===== src/rtl/parity_seq_gen.sv =====
// parity_seq_gen: emits a run of WIDTH-bit values that all share one parity.
// A start command programs the parity, seed and length. Values leave under a
// valid/ready handshake, and a one-cycle done pulse closes each run.
module parity_seq_gen #(
    parameter int WIDTH = 4,
    parameter int CNT_W = 4
) (
    input  logic             clk,
    input  logic             reset,
    input  logic             start,
    input  logic             want_even,
    input  logic [WIDTH-1:0] seed,
    input  logic [CNT_W-1:0] count,
    input  logic             out_ready,
    output logic             out_valid,
    output logic [WIDTH-1:0] a,
    output logic             is_even,
    output logic             busy,
    output logic             done
);

    typedef enum logic [1:0] {
        S_IDLE = 2'd0,
        S_EMIT = 2'd1,
        S_DONE = 2'd2
    } state_t;

    state_t           r_state;
    logic [WIDTH-1:0] r_a;
    logic             r_is_even;
    logic             r_out_valid;
    logic             r_busy;
    logic             r_done;
    logic [CNT_W-1:0] r_remaining;

    // First value of a run: the seed with its LSB forced to the requested parity.
    function automatic logic [WIDTH-1:0] f_first_value(input logic [WIDTH-1:0] sd,
                                                       input logic             even);
        return {sd[WIDTH-1:1], ~even};
    endfunction

    // Next value: +2 wraps modulo 2^WIDTH and leaves the LSB (the parity) untouched.
    function automatic logic [WIDTH-1:0] f_next_value(input logic [WIDTH-1:0] cur);
        return cur + WIDTH'(2);
    endfunction

    // Sequencer FSM; every output is a register updated together with the state.
    always_ff @(posedge clk) begin
        if (reset) begin
            r_state     <= S_IDLE;
            r_a         <= '0;
            r_is_even   <= 1'b1;
            r_out_valid <= 1'b0;
            r_busy      <= 1'b0;
            r_done      <= 1'b0;
            r_remaining <= '0;
        end else begin
            case (r_state)
                S_IDLE: begin
                    if (start) begin
                        r_busy <= 1'b1;
                        if (count != '0) begin
                            r_remaining <= count;
                            r_a         <= f_first_value(seed, want_even);
                            // is_even mirrors ~a[0], which the load sets to want_even
                            r_is_even   <= want_even;
                            r_out_valid <= 1'b1;
                            r_state     <= S_EMIT;
                        end else begin
                            // empty run: skip straight to the done pulse
                            r_done  <= 1'b1;
                            r_state <= S_DONE;
                        end
                    end
                end
                S_EMIT: begin
                    if (out_ready) begin
                        r_a         <= f_next_value(r_a);
                        r_remaining <= r_remaining - CNT_W'(1);
                        if (r_remaining == CNT_W'(1)) begin
                            r_out_valid <= 1'b0;
                            r_done      <= 1'b1;
                            r_state     <= S_DONE;
                        end
                    end
                end
                S_DONE: begin
                    r_done  <= 1'b0;
                    r_busy  <= 1'b0;
                    r_state <= S_IDLE;
                end
                default: begin
                    r_out_valid <= 1'b0;
                    r_done      <= 1'b0;
                    r_busy      <= 1'b0;
                    r_state     <= S_IDLE;
                end
            endcase
        end
    end

    assign out_valid = r_out_valid;
    assign a         = r_a;
    assign is_even   = r_is_even;
    assign busy      = r_busy;
    assign done      = r_done;

endmodule


===== config.mk =====
export PLATFORM = sky130hd
export DESIGN_NAME = parity_seq_gen
export DESIGN_NICKNAME = d
export VERILOG_FILES = /design/src/rtl/parity_seq_gen.sv
export SDC_FILE = /design/constraint.sdc
export NUM_CORES = 1
export LEC_CHECK = 0
export CAP_MARGIN = 20
export CORE_AREA = 4 4 52 54
export CTS_CLUSTER_DIAMETER = 150
export DETAILED_ROUTE_END_ITERATION = 10
export DIE_AREA = 0 0 56 58
export HOLD_SLACK_MARGIN = 0.03
export SLEW_MARGIN = 10
export SYNTH_ARGS = -nofsm -noshare
export SYNTH_HDL_FRONTEND = slang
export SYNTH_SLANG_ARGS = --single-unit

===== constraint.sdc =====
create_clock -name clk -period 2 [get_ports clk]
set_input_delay 0.4 -clock clk [delete_from_list [all_inputs] [get_ports clk]]
set_output_delay 0.4 -clock clk [all_outputs]
set_load 0.02 [all_outputs]

# Yosys cells after proc, flatten, opt, wreduce, memory -nomap -nowiden
# Index checks and enable logic that the tools add are counted.
# Widths: inputs -> output; s select.
# totals
register_bits	14
latch_bits	0
mem_bits_rw	0
romBits	0
input_bits	13
memories	0
# classes
add_sub_neg	2
n_mul	0
div	0
order_cmp	0
eq_ne	8
n_shift	0
n_mux	25
bitwise_logic	3
n_reduce_logical	9
# op_table
cell	n
$mux 4	6
$pmux 4 s2	2
$ne 2x2->1 const B	5
$mux 1	9
$mux 2	4
$reduce_and 4->1	2
$reduce_and 3->1	2
$reduce_and 5->1	1
$add 4x2->4 const B	1
$eq 4x1->1 const B	1
$pmux 1 s2	2
$pmux 2 s2	1
$reduce_bool 4->1	1
$sub 4x1->4 const B	1
$not 1->1	3
$pmux 1 s3	1
$eq 2x1->1 const B	1
$eq 2x2->1 const B	1
$logic_not 2->1	1
$reduce_and 2->1	1
$reduce_bool 2->1	1

# Logic depth before layout (Yosys ltp)
# Gate-level depths: netlist of run 1.
# logic_depth
word_depth	4
ltp_mapped	6
mapped_depth_nobuf	6

# Worst setup path before layout of run 1
# No wires, ideal clock.
# synth_timing
path_kind	input port to flip-flop
startpoint	in start
endpoint	reg r_a[3], in the netlist a[3]
setup_time_ps	117
arrival_ps	1314
required_ps	1883
slack_ps	569
stages	4
path_buffers	0
cell_sequence	or3b_4 -> o22ai_4 -> o21ai_0 -> a32o_1
# synth_between
elab_chain_len	2
# synth_lines
item	line	text
start, declared	10	input logic start,
$ne 2x2->1 (no source line)	n/a	
$reduce_and 4->1 (no source line)	n/a	
end signal, assigned	64	r_a <= f_first_value(seed, want_even);
end signal, assigned	78	r_a <= f_next_value(r_a);
end, declared	29	logic [WIDTH-1:0] r_a;
# No other way between the ends.
# A chain may end at the register's enable or synchronous reset.

# Worst setup path after layout of run 1
# layout_timing
startpoint	in start
endpoint	reg r_remaining[2]
# layout_between
elab_chain_len	2
# layout_lines
item	line	text
$ne 2x2->1 (no source line)	n/a	
$reduce_and 4->1 (no source line)	n/a	
end signal, assigned	63	r_remaining <= count;
end signal, assigned	79	r_remaining <= r_remaining - CNT_W'(1);
end, declared	34	logic [CNT_W-1:0] r_remaining;
# No other way between the ends.

==> results of run 1 <==
==> stage by stage <==
stage          hold WS (ns)  cell area [um^2]  worst slack, ns  power [W]  setup TNS, ns
4_1_cts              0.4629              1016           0.2810  0.0007444              0
3_3_place_gp         0.4460             979.7         0.002439  0.0005334              0
6_report             0.4582              1016           0.2856  0.0007357              0
5_1_grt              0.4816              1016           0.2130  0.0007777              0
3_5_place_dp         0.4489             979.7        -0.009862  0.0005374       -0.02410
2_1_floorplan        0.4669             745.7           0.5690  0.0004609              0
==> final timing paths <==
kind                     to  slack, ns  depth (start not counted)  startpoint
max          r_remaining[2]       0.29                          5       start
min reg2reg            done       0.46                          2        done
max reg2reg  r_remaining[2]       0.44                          4  r_state[1]
min                    done       0.46                          2        done
==> cell families (layout without fill, tap and decap cells) <==
family                     Yosys count  in the layout  synth area share [%]
and+or+nand+nor                     29             29                 23.49
DFF                                 14             14                 37.58
adders and majority gates            3              3                 5.034
buffers and inverters                9             34                 6.878
muxes                                3              3                 4.195
AOI/OAI and AO/OA                   22             22                 22.82
==> critical path: stages <==
cell and delay, ns:
clkdlybuf4s50_1 0.48, or3b_4 0.42, o22ai_4 0.20, o21ai_0 0.12, a32o_1 0.27
==> flip-flops by register name, indices dropped and copies added (netlist names) <==
register	count
a	4
r_remaining	4
r_state	2
busy	1
done	1
is_even	1
out_valid	1
==> placed cells by master, fill, tap and decap left out, types with 2 or more instances in the layout <==
cell type,count
buf_4,5
clkbuf_4,3
a211oi_1,2
nor2_1,10
inv_1,6
a32o_1,2
a211oi_2,3
ha_1,3
a21oi_1,7
nor3_1,4
mux2i_1,2
or3b_1,2
nand2_1,4
clkdlybuf4s50_1,19
o21ai_0,4
dfxtp_1,14
==> routing by layer <==
metal	up-vias	part of all wire, %	routed length [um]
met5	-	0	0
met4	0	0	0
met3	0	7.4	120
met2	18	46	746
met1	303	46	750
li1	337	-	-
==> final cells by class <==
class,instances,area share [%]
multi-input combinational,57,40.76
sequential,14,27.59
timing repair buffer,24,22.41
clock buffer,4,3.571
tap,28,3.448
inverter,6,2.217
==> power by group through the flow <==
stage | Sequential, W | Combinational, W | Clock (W)
6_report | 0.000326 | 0.000203 | 0.000206
5_1_grt | 0.000331 | 0.000222 | 0.000224
4_1_cts | 0.000327 | 0.000205 | 0.000212
3_5_place_dp | 0.000333 | 0.000204 | 0
3_3_place_gp | 0.000332 | 0.000201 | 0
2_1_floorplan | 0.000346 | 0.000115 | 0
==> flow_metrics.py, run 1 <==
metrics = {
    "outcome": {
        "status": "completed",
    },
    "synth": {
        "netlist_instances": 80,
        "syn-cell-area_um2": 745.7,
        "avgSynthCellArea_um2": 9.321,
        "synthDistinctLibCells": 30,
        "yosysTopAreaCell": "dfxtp_1",
        "ys.flop_type": "dfxtp_1",
        "ys_ff_latch": 14,
        "syn-num-nets": 96,
        "seq_area_frac_synth_pct": 37.58,
        "synthTopCellsByCount": "dfxtp_1, nor2_1, a21oi_1, inv_1",
        "synth_most_common_cell": "dfxtp_1",
        "synth_edf_count": 0,
        "yosysWarnings": 0,
        "yosys-top-cells-area": "dfxtp_1, a211oi_2, ha_1",
        "ys_async_sr_fraction_pct": 0,
        "synth_top_cell_area_share_pct": 37.58,
    },
    "floorplan": {
        "rows": 17,
        "ioPinCount": 21,
        "coreArea_um2": 2212,
        "die_h_um": 58,
        "die_x_um": 56,
        "die-area_um2": 3248,
        "start_util_pct": 33.71,
    },
    "grt": {
        "met2_usage_pct": 16.69,
        "grt_pass1_vias": 598,
        "grt_most_used_layer": "met2",
        "grt_use_total_pct": 10.26,
        "grt_max_degree": 11,
        "grt_first_pass_wirelength_um": 2663,
        "grt_overflow_total": 0,
        "antenna_found_initial": 0,
        "grt_use_met1_pct": 13.08,
        "grt_use_met3_pct": 4.454,
    },
    "drt": {
        "drt_iter0_drc": 7,
        "drt-total-wl_um": 1616,
        "viasPerCell": 4.947,
        "vias": 658,
        "drt.antenna.violating_nets": 0,
        "wl_per_cell_um": 12.15,
        "drc": 0,
        "first_pass_iters": 2,
    },
    "clock_network": {
        "post_cts_resized": 0,
        "clock-root-buffer": "clkbuf_4",
        "numCtsBuffers": 3,
        "clockBufferDepth": 2,
        "insertion_delay_ns": 0.28,
        "postCtsSetupRepairBufs": 0,
        "cts.sink_count": 14,
        "cts_tree": "yes",
        "hold_buffers": 0,
        "h-tree-depth": 1,
        "clkSlewWorstSetupHoldPaths_ns": 0.09,
    },
    "sta": {
        "fmax_ghz": 0.5833,
        "slew_headroom_pct": 67.29,
        "period_minus_slack_ns": 1.714,
        "drv_slew": 0,
        "rsz0062_at_grt": "no",
        "hold_viol_final": 0,
        "period_share_pct": 85.72,
        "setup_viol": 0,
        "fin_worst_skew_ns": 0.001119,
        "max_slew.worst_pin.slew_ns": 0.4907,
    },
    "layout": {
        "drive_above_1_share_pct": 18.10,
        "nNetsFinal": 122,
        "seq_area_um2": 280.3,
        "areaGrowthSynthToFinish_pct": 36.24,
        "antenna_cells": 0,
        "stdcell_count": 133,
        "nFillCells": 230,
        "multi_input_area_um2": 414.1,
        "postLayoutCoreUtil_pct": 45.93,
    },
    "place": {
        "place.gp.congestion": 0.7760,
        "hpwlAfterDp_um": 1233,
        "io_buffers": 19,
        "place_inst": 129,
    },
    "power_and_ir_drop": {
        "power.share.clock_pct": 28.1,
        "leakage_nw": 0.3926,
        "ir_drop_uv": 460.5,
        "combPwrFrac_pct": 27.6,
        "power_density_nw_per_um2": 724.1,
        "intPower_w": 0.0005210,
        "switching_share_pct": 29.18,
        "p_seq_share_pct": 44.4,
        "netSwitchingPower_w": 0.0002147,
    },
    "critical_path": {
        "critPathLaunchType": "primary input",
        "critPathCaptureType": "register",
        "worstSetupPathType": "in2reg",
        "cp_max_fo": 5,
        "crit_arrival_ns": 1.89,
        "required_ns": 2.18,
    },
    "hold_path": {
        "hold_path.class": "reg2reg",
    },
    "job": {
        "cap_violations": 0,
    },
}
(Power assumes the default switching activity.)
==> run 2, diff against run 1 <==
--- a/config.mk
+++ b/config.mk
@@ -10,7 +10,6 @@
 export CTS_CLUSTER_DIAMETER = 150
 export DETAILED_ROUTE_END_ITERATION = 10
 export DIE_AREA = 0 0 56 58
-export HOLD_SLACK_MARGIN = 0.03
 export SLEW_MARGIN = 10
 export SYNTH_ARGS = -nofsm -noshare
 export SYNTH_HDL_FRONTEND = slang
==> results of run 2 <==
No change in the layout: final DEF, timing and power equal those of run 1.
==> run 3, diff against run 2 <==
--- a/config.mk
+++ b/config.mk
@@ -10,7 +10,6 @@
 export CTS_CLUSTER_DIAMETER = 150
 export DETAILED_ROUTE_END_ITERATION = 10
 export DIE_AREA = 0 0 56 58
-export SLEW_MARGIN = 10
 export SYNTH_ARGS = -nofsm -noshare
 export SYNTH_HDL_FRONTEND = slang
 export SYNTH_SLANG_ARGS = --single-unit
==> results of run 3 <==
No change in the layout: final DEF, timing and power equal those of run 1.
